File: src/rtl/codeword_link_pkg.sv
// Shared line-framing types and constants for the codeword serializer/deserializer pair.
// Build option: PARITY_BIT_EN adds an even-parity bit after the data bits.
package codeword_link_pkg;

    localparam int CW_W = 16;

    localparam logic LINE_IDLE  = 1'b1;
    localparam logic LINE_START = 1'b0;

`ifdef PARITY_BIT_EN
    localparam int FRAME_BITS = 19;
    typedef enum logic [2:0] {IDLE, START, DATA, PARITY, STOP} ser_state_t;
`else
    localparam int FRAME_BITS = 18;
    typedef enum logic [2:0] {IDLE, START, DATA, STOP} ser_state_t;
`endif

endpackage

File: src/rtl/bit_timer.sv
// Bit-period counter: counts 0..CLKS_PER_BIT-1, bit_tick marks the last cycle of a bit.
// Combinational tick from the count register; clear holds the count at zero.
module bit_timer #(
    parameter int CLKS_PER_BIT = 4
) (
    input  logic clk,
    input  logic rst_n,
    input  logic clear,
    output logic bit_tick
);

    localparam int TW = (CLKS_PER_BIT > 1) ? $clog2(CLKS_PER_BIT) : 1;
    localparam logic [TW-1:0] LAST = TW'(CLKS_PER_BIT - 1);

    logic [TW-1:0] count;

    assign bit_tick = (count == LAST);

    always_ff @(posedge clk or negedge rst_n) begin
        if (!rst_n) begin
            count <= '0;
        end else if (clear || bit_tick) begin
            count <= '0;
        end else begin
            count <= count + 1'b1;
        end
    end

endmodule

File: src/rtl/codeword_serializer.sv
// UART-style transmitter for 16-bit codewords: start, 16 data bits MSB first, [parity], stop.
// Build option: PARITY_BIT_EN inserts an even-parity bit; cw_ready is high only while idle.
module codeword_serializer #(
    parameter int CW_W         = 16,
    parameter int CLKS_PER_BIT = 4
) (
    input  logic            clk,
    input  logic            rst_n,
    input  logic [CW_W-1:0] cw_in,
    input  logic            cw_valid,
    output logic            cw_ready,
    output logic            tx_out,
    output logic            tx_busy,
    output logic            frame_done
);

    import codeword_link_pkg::*;

    ser_state_t      state;
    logic [CW_W-1:0] shreg;
    logic [3:0]      bit_idx;
    logic            bit_tick;
    logic            timer_clr;
`ifdef PARITY_BIT_EN
    logic            par_bit;
`endif

    assign cw_ready  = (state == IDLE);
    assign tx_busy   = (state != IDLE);
    assign timer_clr = (state == IDLE);

    bit_timer #(
        .CLKS_PER_BIT(CLKS_PER_BIT)
    ) u_bit_timer (
        .clk     (clk),
        .rst_n   (rst_n),
        .clear   (timer_clr),
        .bit_tick(bit_tick)
    );

    // tx_out is loaded with the level of the state being entered, so the line
    // changes in the same cycle the state register does.
    always_ff @(posedge clk or negedge rst_n) begin
        if (!rst_n) begin
            state      <= IDLE;
            shreg      <= '0;
            bit_idx    <= '0;
            tx_out     <= LINE_IDLE;
            frame_done <= 1'b0;
`ifdef PARITY_BIT_EN
            par_bit    <= 1'b0;
`endif
        end else begin
            frame_done <= 1'b0;
            case (state)
                IDLE: begin
                    if (cw_valid) begin
                        shreg   <= cw_in;
                        bit_idx <= '0;
                        state   <= START;
                        tx_out  <= LINE_START;
`ifdef PARITY_BIT_EN
                        par_bit <= ^cw_in;
`endif
                    end
                end
                START: begin
                    if (bit_tick) begin
                        state  <= DATA;
                        tx_out <= shreg[CW_W-1];
                    end
                end
                DATA: begin
                    if (bit_tick) begin
                        shreg <= {shreg[CW_W-2:0], 1'b0};
                        if (bit_idx == 4'(CW_W - 1)) begin
`ifdef PARITY_BIT_EN
                            state  <= PARITY;
                            tx_out <= par_bit;
`else
                            state  <= STOP;
                            tx_out <= LINE_IDLE;
`endif
                        end else begin
                            bit_idx <= bit_idx + 4'd1;
                            tx_out  <= shreg[CW_W-2];
                        end
                    end
                end
`ifdef PARITY_BIT_EN
                PARITY: begin
                    if (bit_tick) begin
                        state  <= STOP;
                        tx_out <= LINE_IDLE;
                    end
                end
`endif
                STOP: begin
                    if (bit_tick) begin
                        state      <= IDLE;
                        tx_out     <= LINE_IDLE;
                        frame_done <= 1'b1;
                    end
                end
                default: begin
                    state  <= IDLE;
                    tx_out <= LINE_IDLE;
                end
            endcase
        end
    end

endmodule
File: config.mk
export PLATFORM = sky130hd
export DESIGN_NAME = codeword_serializer
export DESIGN_NICKNAME = d
export VERILOG_FILES = /design/src/rtl/codeword_link_pkg.sv /design/src/rtl/bit_timer.sv /design/src/rtl/codeword_serializer.sv
export SDC_FILE = /design/constraint.sdc
export NUM_CORES = 1
export LEC_CHECK = 0
export ABC_AREA = 1
export ABC_CLOCK_PERIOD_IN_PS = 2500
export CAP_MARGIN = 5
export CORE_ASPECT_RATIO = 0.8
export CORE_UTILIZATION = 55
export CTS_CLUSTER_DIAMETER = 80
export DETAILED_ROUTE_END_ITERATION = 10
export PLACE_DENSITY = 0.93
export SYNTH_ARGS = -nofsm -noshare
export SYNTH_HDL_FRONTEND = slang
export SYNTH_SLANG_ARGS = --single-unit
File: constraint.sdc
create_clock -name clk -period 2.5 [get_ports clk]
set_input_delay 0.25 -clock clk [delete_from_list [all_inputs] [get_ports clk]]
set_output_delay 0.25 -clock clk [all_outputs]
set_load 0.05 [all_outputs]
### After elaboration in Yosys (flattened, before gate mapping)

Cells that the tools add are included.

| storage, ports and cells | value |
|---|---|
| bits of input ports | 19 |
| RAM bits | 0 |
| flip-flop bits (word level) | 27 |
| latch bits | 0 |
| ROM bits | 0 |
| memories | 0 |
| output and inout bits | 4 |
| logic and storage cells | 49 |

| operators by class | value |
|---|---|
| equal/unequal tests | 11 |
| order comparisons | 0 |
| multiply operators | 0 |
| div/mod/pow operators | 0 |
| reduce and logical (&&, ||, !) cells | 8 |
| add/sub/neg operators | 2 |
| shifts and indexed selects | 0 |
| bitwise operators | 0 |
| multiplexer cells | 22 |

Operators with widths:

| operator | count |
|---|---|
| $mux W16 | 2 |
| $pmux W16 S2 | 1 |
| $mux W3 | 5 |
| $mux W4 | 3 |
| $pmux W3 S4 | 1 |
| $pmux W4 S2 | 1 |
| $reduce_and A4 Y1 | 2 |
| $mux W1 | 7 |
| $eq A3 B2 Y1 const B | 2 |
| $ne A2 B1 Y1 const B | 3 |
| $ne A2 B2 Y1 const B | 3 |
| $reduce_and A5 Y1 | 1 |
| $add A4 B1 Y4 const B | 1 |
| $eq A4 B4 Y1 const B | 1 |
| $pmux W1 S4 | 1 |
| $eq A3 B1 Y1 const B | 1 |
| $logic_not A3 Y1 | 1 |
| $reduce_and A3 Y1 | 1 |
| $reduce_bool A3 Y1 | 1 |
| $add A2 B1 Y2 const B | 1 |
| $eq A2 B2 Y1 const B | 1 |
| $mux W2 | 1 |
| $reduce_bool A2 Y1 | 1 |
| $logic_or A1 B1 Y1 | 1 |

### Logic depth before layout (Yosys ltp)

| logic depth | value |
|---|---|
| depth after elaboration | 4 |
| depth in mapped cells | 10 |
| depth with buffers taken out | 9 |

### By module

From an unflattened synthesis, not the netlist that was laid out.

| second synthesis, totals | value |
|---|---|
| cells, all modules | 152 |
| area total of the unflattened synthesis | 1366.3 um^2 |

Modules (own cells, without submodules):

| module | instances | sequential area each (um^2) | area each (um^2) | cells each |
|---|---|---|---|---|
| codeword_serializer | 1 | 601.8 | 1281.2 | 143 |
| bit_timer | 1 | 50.0 | 85.1 | 9 |

### Least setup slack after synthesis

OpenSTA, ideal clock, no wires.

| path | value |
|---|---|
| kind | register -> register |
| from | register state[0] |
| to | register shreg[9] |
| arrival | 1.941 ns |
| setup time | 0.127 ns |
| path buffers | 1 |
| period minus slack after synthesis | 2.068 ns |
| slack | 0.432 ns |
| required time | 2.373 ns |
| stages on the path, launching flop included | 9 |
| path through | dfrtp_1 inv_1 ha_1 inv_1 nand2_4 nand3_4 buf_6 nand2_1 o21ai_0 |

| on the way | value |
|---|---|
| word-level cells in the longest chain between the ends | 3 |
| elaborated cells between the ends (all ways) | 7 |
| classes of those cells | 3 x eq/ne; 1 x mux; 3 x reduce/logical |

Ends and longest elaborated chain:

| element | RTL line | text |
|---|---|---|
| start, declared | codeword_serializer.sv:19 | `ser_state_t state;` |
| start signal, assigned | codeword_serializer.sv:45 | `state <= IDLE;` |
| start signal, assigned | codeword_serializer.sv:60 | `state <= START;` |
| start signal, assigned | codeword_serializer.sv:69 | `state <= DATA;` |
| $logic_not A3 Y1 (*) | - |  |
| via cw_ready | codeword_serializer.sv:11 | `output logic cw_ready,` |
| $ne A2 B2 Y1 (no source line) / $reduce_bool A2 Y1 (equally long branches) | - |  |
| $reduce_and A3 Y1 (no source line) | - |  |
| end signal, assigned | codeword_serializer.sv:58 | `shreg <= cw_in;` |
| end signal, assigned | codeword_serializer.sv:75 | `shreg <= {shreg[CW_W-2:0], 1'b0};` |
| end, declared | codeword_serializer.sv:20 | `logic [CW_W-1:0] shreg;` |

The timed path passes the listed nets; every way through them passes the cells marked *.
A chain may end at the register's enable or synchronous reset.

### Worst setup path in the final report

| path | value |
|---|---|
| from | register state[0] |
| to | output port tx_busy |

| on the way | value |
|---|---|
| word-level cells in the longest chain between the ends | 1 |

Ends and longest elaborated chain:

| element | RTL line | text |
|---|---|---|
| $reduce_bool A3 Y1 | codeword_serializer.sv:29 | `assign tx_busy = (state != IDLE);` |
| end, declared | codeword_serializer.sv:13 | `output logic tx_busy,` |

Every way passes these cells.

==> run metrics <==
endpoints failing hold 0; Slew @ Worst Pin roughly 0.5 ns; Nets between 150 and 200; final core occ slightly below 70%; Setup crit end kind primary output; CP Max Fanout 5; cell taking the most area after synthesis dfrtp_1; share of the synthesized area in the top cell type 44.33%; maximum vdd ir drop ~770 µV; Synth Net Count 171; Setup Fix Bufs, Post-CTS 0; I/O Buffers 22; post-cts sizing count 0; crit share post-route between 90% and 100%; Synth area leaders dfrtp_1 (44%), nand2_1 (11%), mux2i_1 (9.9%); Layout area overhead 20.39%; Post-Route Setup TNS 0 ns; clk_lat worst skew 0.33 ns; Die Area 0.002774 mm²; highest clock rate around 0.44 GHz; clock buffer depth 2; Synth cell types 24; Die Height between 40 and 50 µm; vias in the first global route 941; ant diodes 0; Top FF cell, synth dfrtp_1; Worst Hold Class in -> async; Synth Cell Area approximately 0.0014 mm²; MaxCap Viol Count 0; initial antenna violation count 0; post-synthesis sequential area ratio between 40% and 50%; reg2reg setup slack roughly 0.79 ns; CTS Hold Bufs 0; final setup violating endpoints 0; synth warn 0; DRT Wirelength ~2500 µm; CTS buffer count 3; Starting DRT DRC Count 25; Avg Inst Size Synth a little under 10 µm²; iteration count of the initial detailed-routing pass 4; asr flop ratio synth 100.0%; CTS tree yes; GRT Util Overall 20.53%; WHS approximately 0.27 ns; Core Region ~0.0024 mm²; root buf cell clkbuf_4; most common cell in the synthesized netlist nand2_1; clk_skew 0.01163 ns; first-pass GRT wire length ~4100 µm; GPL Wtd Cong about 0.8; largest net degree at the start of global routing 27; drt wl/cell 12.35 µm; DP Wirelength roughly 2000 µm; status finished, final reports clean; Pleak approximately 0.80 nW; DRC 0; Clock Pin Slew Worst Setup and Hold Paths approximately 0.14 ns; flops & latches, synth 26; unrepaired setup endpoints after global routing false; Top Ports 23; # H-tree levels 1; required time worst endpoint around 2.3 ns; ratio of cells with drive above 1 in the final layout between 10% and 20%; Std-Cell Rows 16; Post-synth EDFFs 0; Starting Density between 50% and 60%; routed vias/inst roughly 5; Crit Path Category reg -> out; cells after synthesis between 100 and 150; crit path DAT 2.02 ns; Slew Viols, Final 0; synth cell count leaders nand2_1 (42), dfrtp_1 (25), mux2i_1 (14), o21ai_2 (14), nor2_1 (9); Die W 58.64 µm; DRT antenna net count 0; pwr dens around 1300 mW/mm²; via count between 1000 and 1500; GRT Residual Overflow 0; total power 0.002216 W; crit start category register; CTS Sinks 26; minimum clock period between 2 and 2.5 ns; Slew headroom about two thirds
[per-stage QoR]
step                      instance area [µm²]  setup slack, ns  std cells
final                                    1699           0.2344        206
after global routing                     1699           0.1412        206
after CTS                                1699           0.2195        206
after detailed placement                 1647           0.5995        202
after global placement                   1647           0.6480        202
after floorplan                          1411           0.4320        146
[logic make-up after synthesis]
| kind of cell | synth area share [%] |
|---|---|
| AO/OA/AOI/OAI | 10.99 |
| XOR/XNOR | 0.6207 |
| adder cells (fa/ha/maj) | 5.319 |
| buffers and inverters | 6.560 |
| flip-flops | 46.19 |
| multiplexers | 9.929 |
| AND/OR/NAND/NOR | 20.39 |
[cells in the final DEF (no fill, tap or decap), types with 3 or more instances in the layout]
cell type,netlist,routed
buf_4,1,3
o21ai_0,3,3
ha_1,6,6
dfrtp_1,25,25
nand3_1,5,5
nor2_1,9,9
nand2_1,42,42
clkdlybuf4s50_1,0,22
clkbuf_4,0,3
mux2i_1,14,14
o21ai_2,14,14
inv_1,8,8
[area by class of cell]
type / count / area (µm²)
clock buffers: 3 / 22.52
clock inverters: 1 / 30.03
fillers: 193 / 743.2
inverters: 10 / 40.04
multi-input cells: 105 / 666.9
flip-flops and latches: 26 / 651.9
well taps: 36 / 45.04
repair buffers: 25 / 242.7
[power by group]
| group | leakage (nW) | total [W] | switching, W | internal, W |
|---|---|---|---|---|
| combinational | 0.443 | 0.00120 | 0.000745 | 0.000458 |
| clock | 0.0279 | 0.000288 | 0.000126 | 0.000162 |
| sequential | 0.327 | 0.000726 | 0.000115 | 0.000611 |
| total | 0.798 | 0.00222 | 0.000985 | 0.00123 |
[sequential cells by signal, summed over array words and instances (netlist names)]
register and count:
bit_idx 4, frame_done 1, shreg 16, state 2
tx_out 1, u_bit_timer.count 2
[layer usage]
metal  track usage, %  wire, µm
met4            5.238        35
met5                0         0
met1            24.08      1079
met3            5.785       101
met2            38.16      1327
[worst max-delay path: stages (launching register included)]
cell             delay, ns
dfrtp_1               0.42
inv_1                 0.08
ha_1                  0.25
inv_1                 0.13
clkdlybuf4s50_1       0.81
[worst paths after layout]
| kind | startpoint | to | depth (start not counted) |
|---|---|---|---|
| min in group clk | u_bit_timer.count[0] | u_bit_timer.count[0] | 1 |
| hold reg to reg | u_bit_timer.count[0] | u_bit_timer.count[0] | 1 |
| setup / recovery | state[0] | tx_busy | 4 |
| max in group asynchronous | rst_n | tx_out | 2 |
| hold / removal | rst_n | shreg[6] | 2 |
| setup reg to reg | state[0] | bit_idx[0] | 7 |
Note: power is estimated with default switching activity, not from simulation.
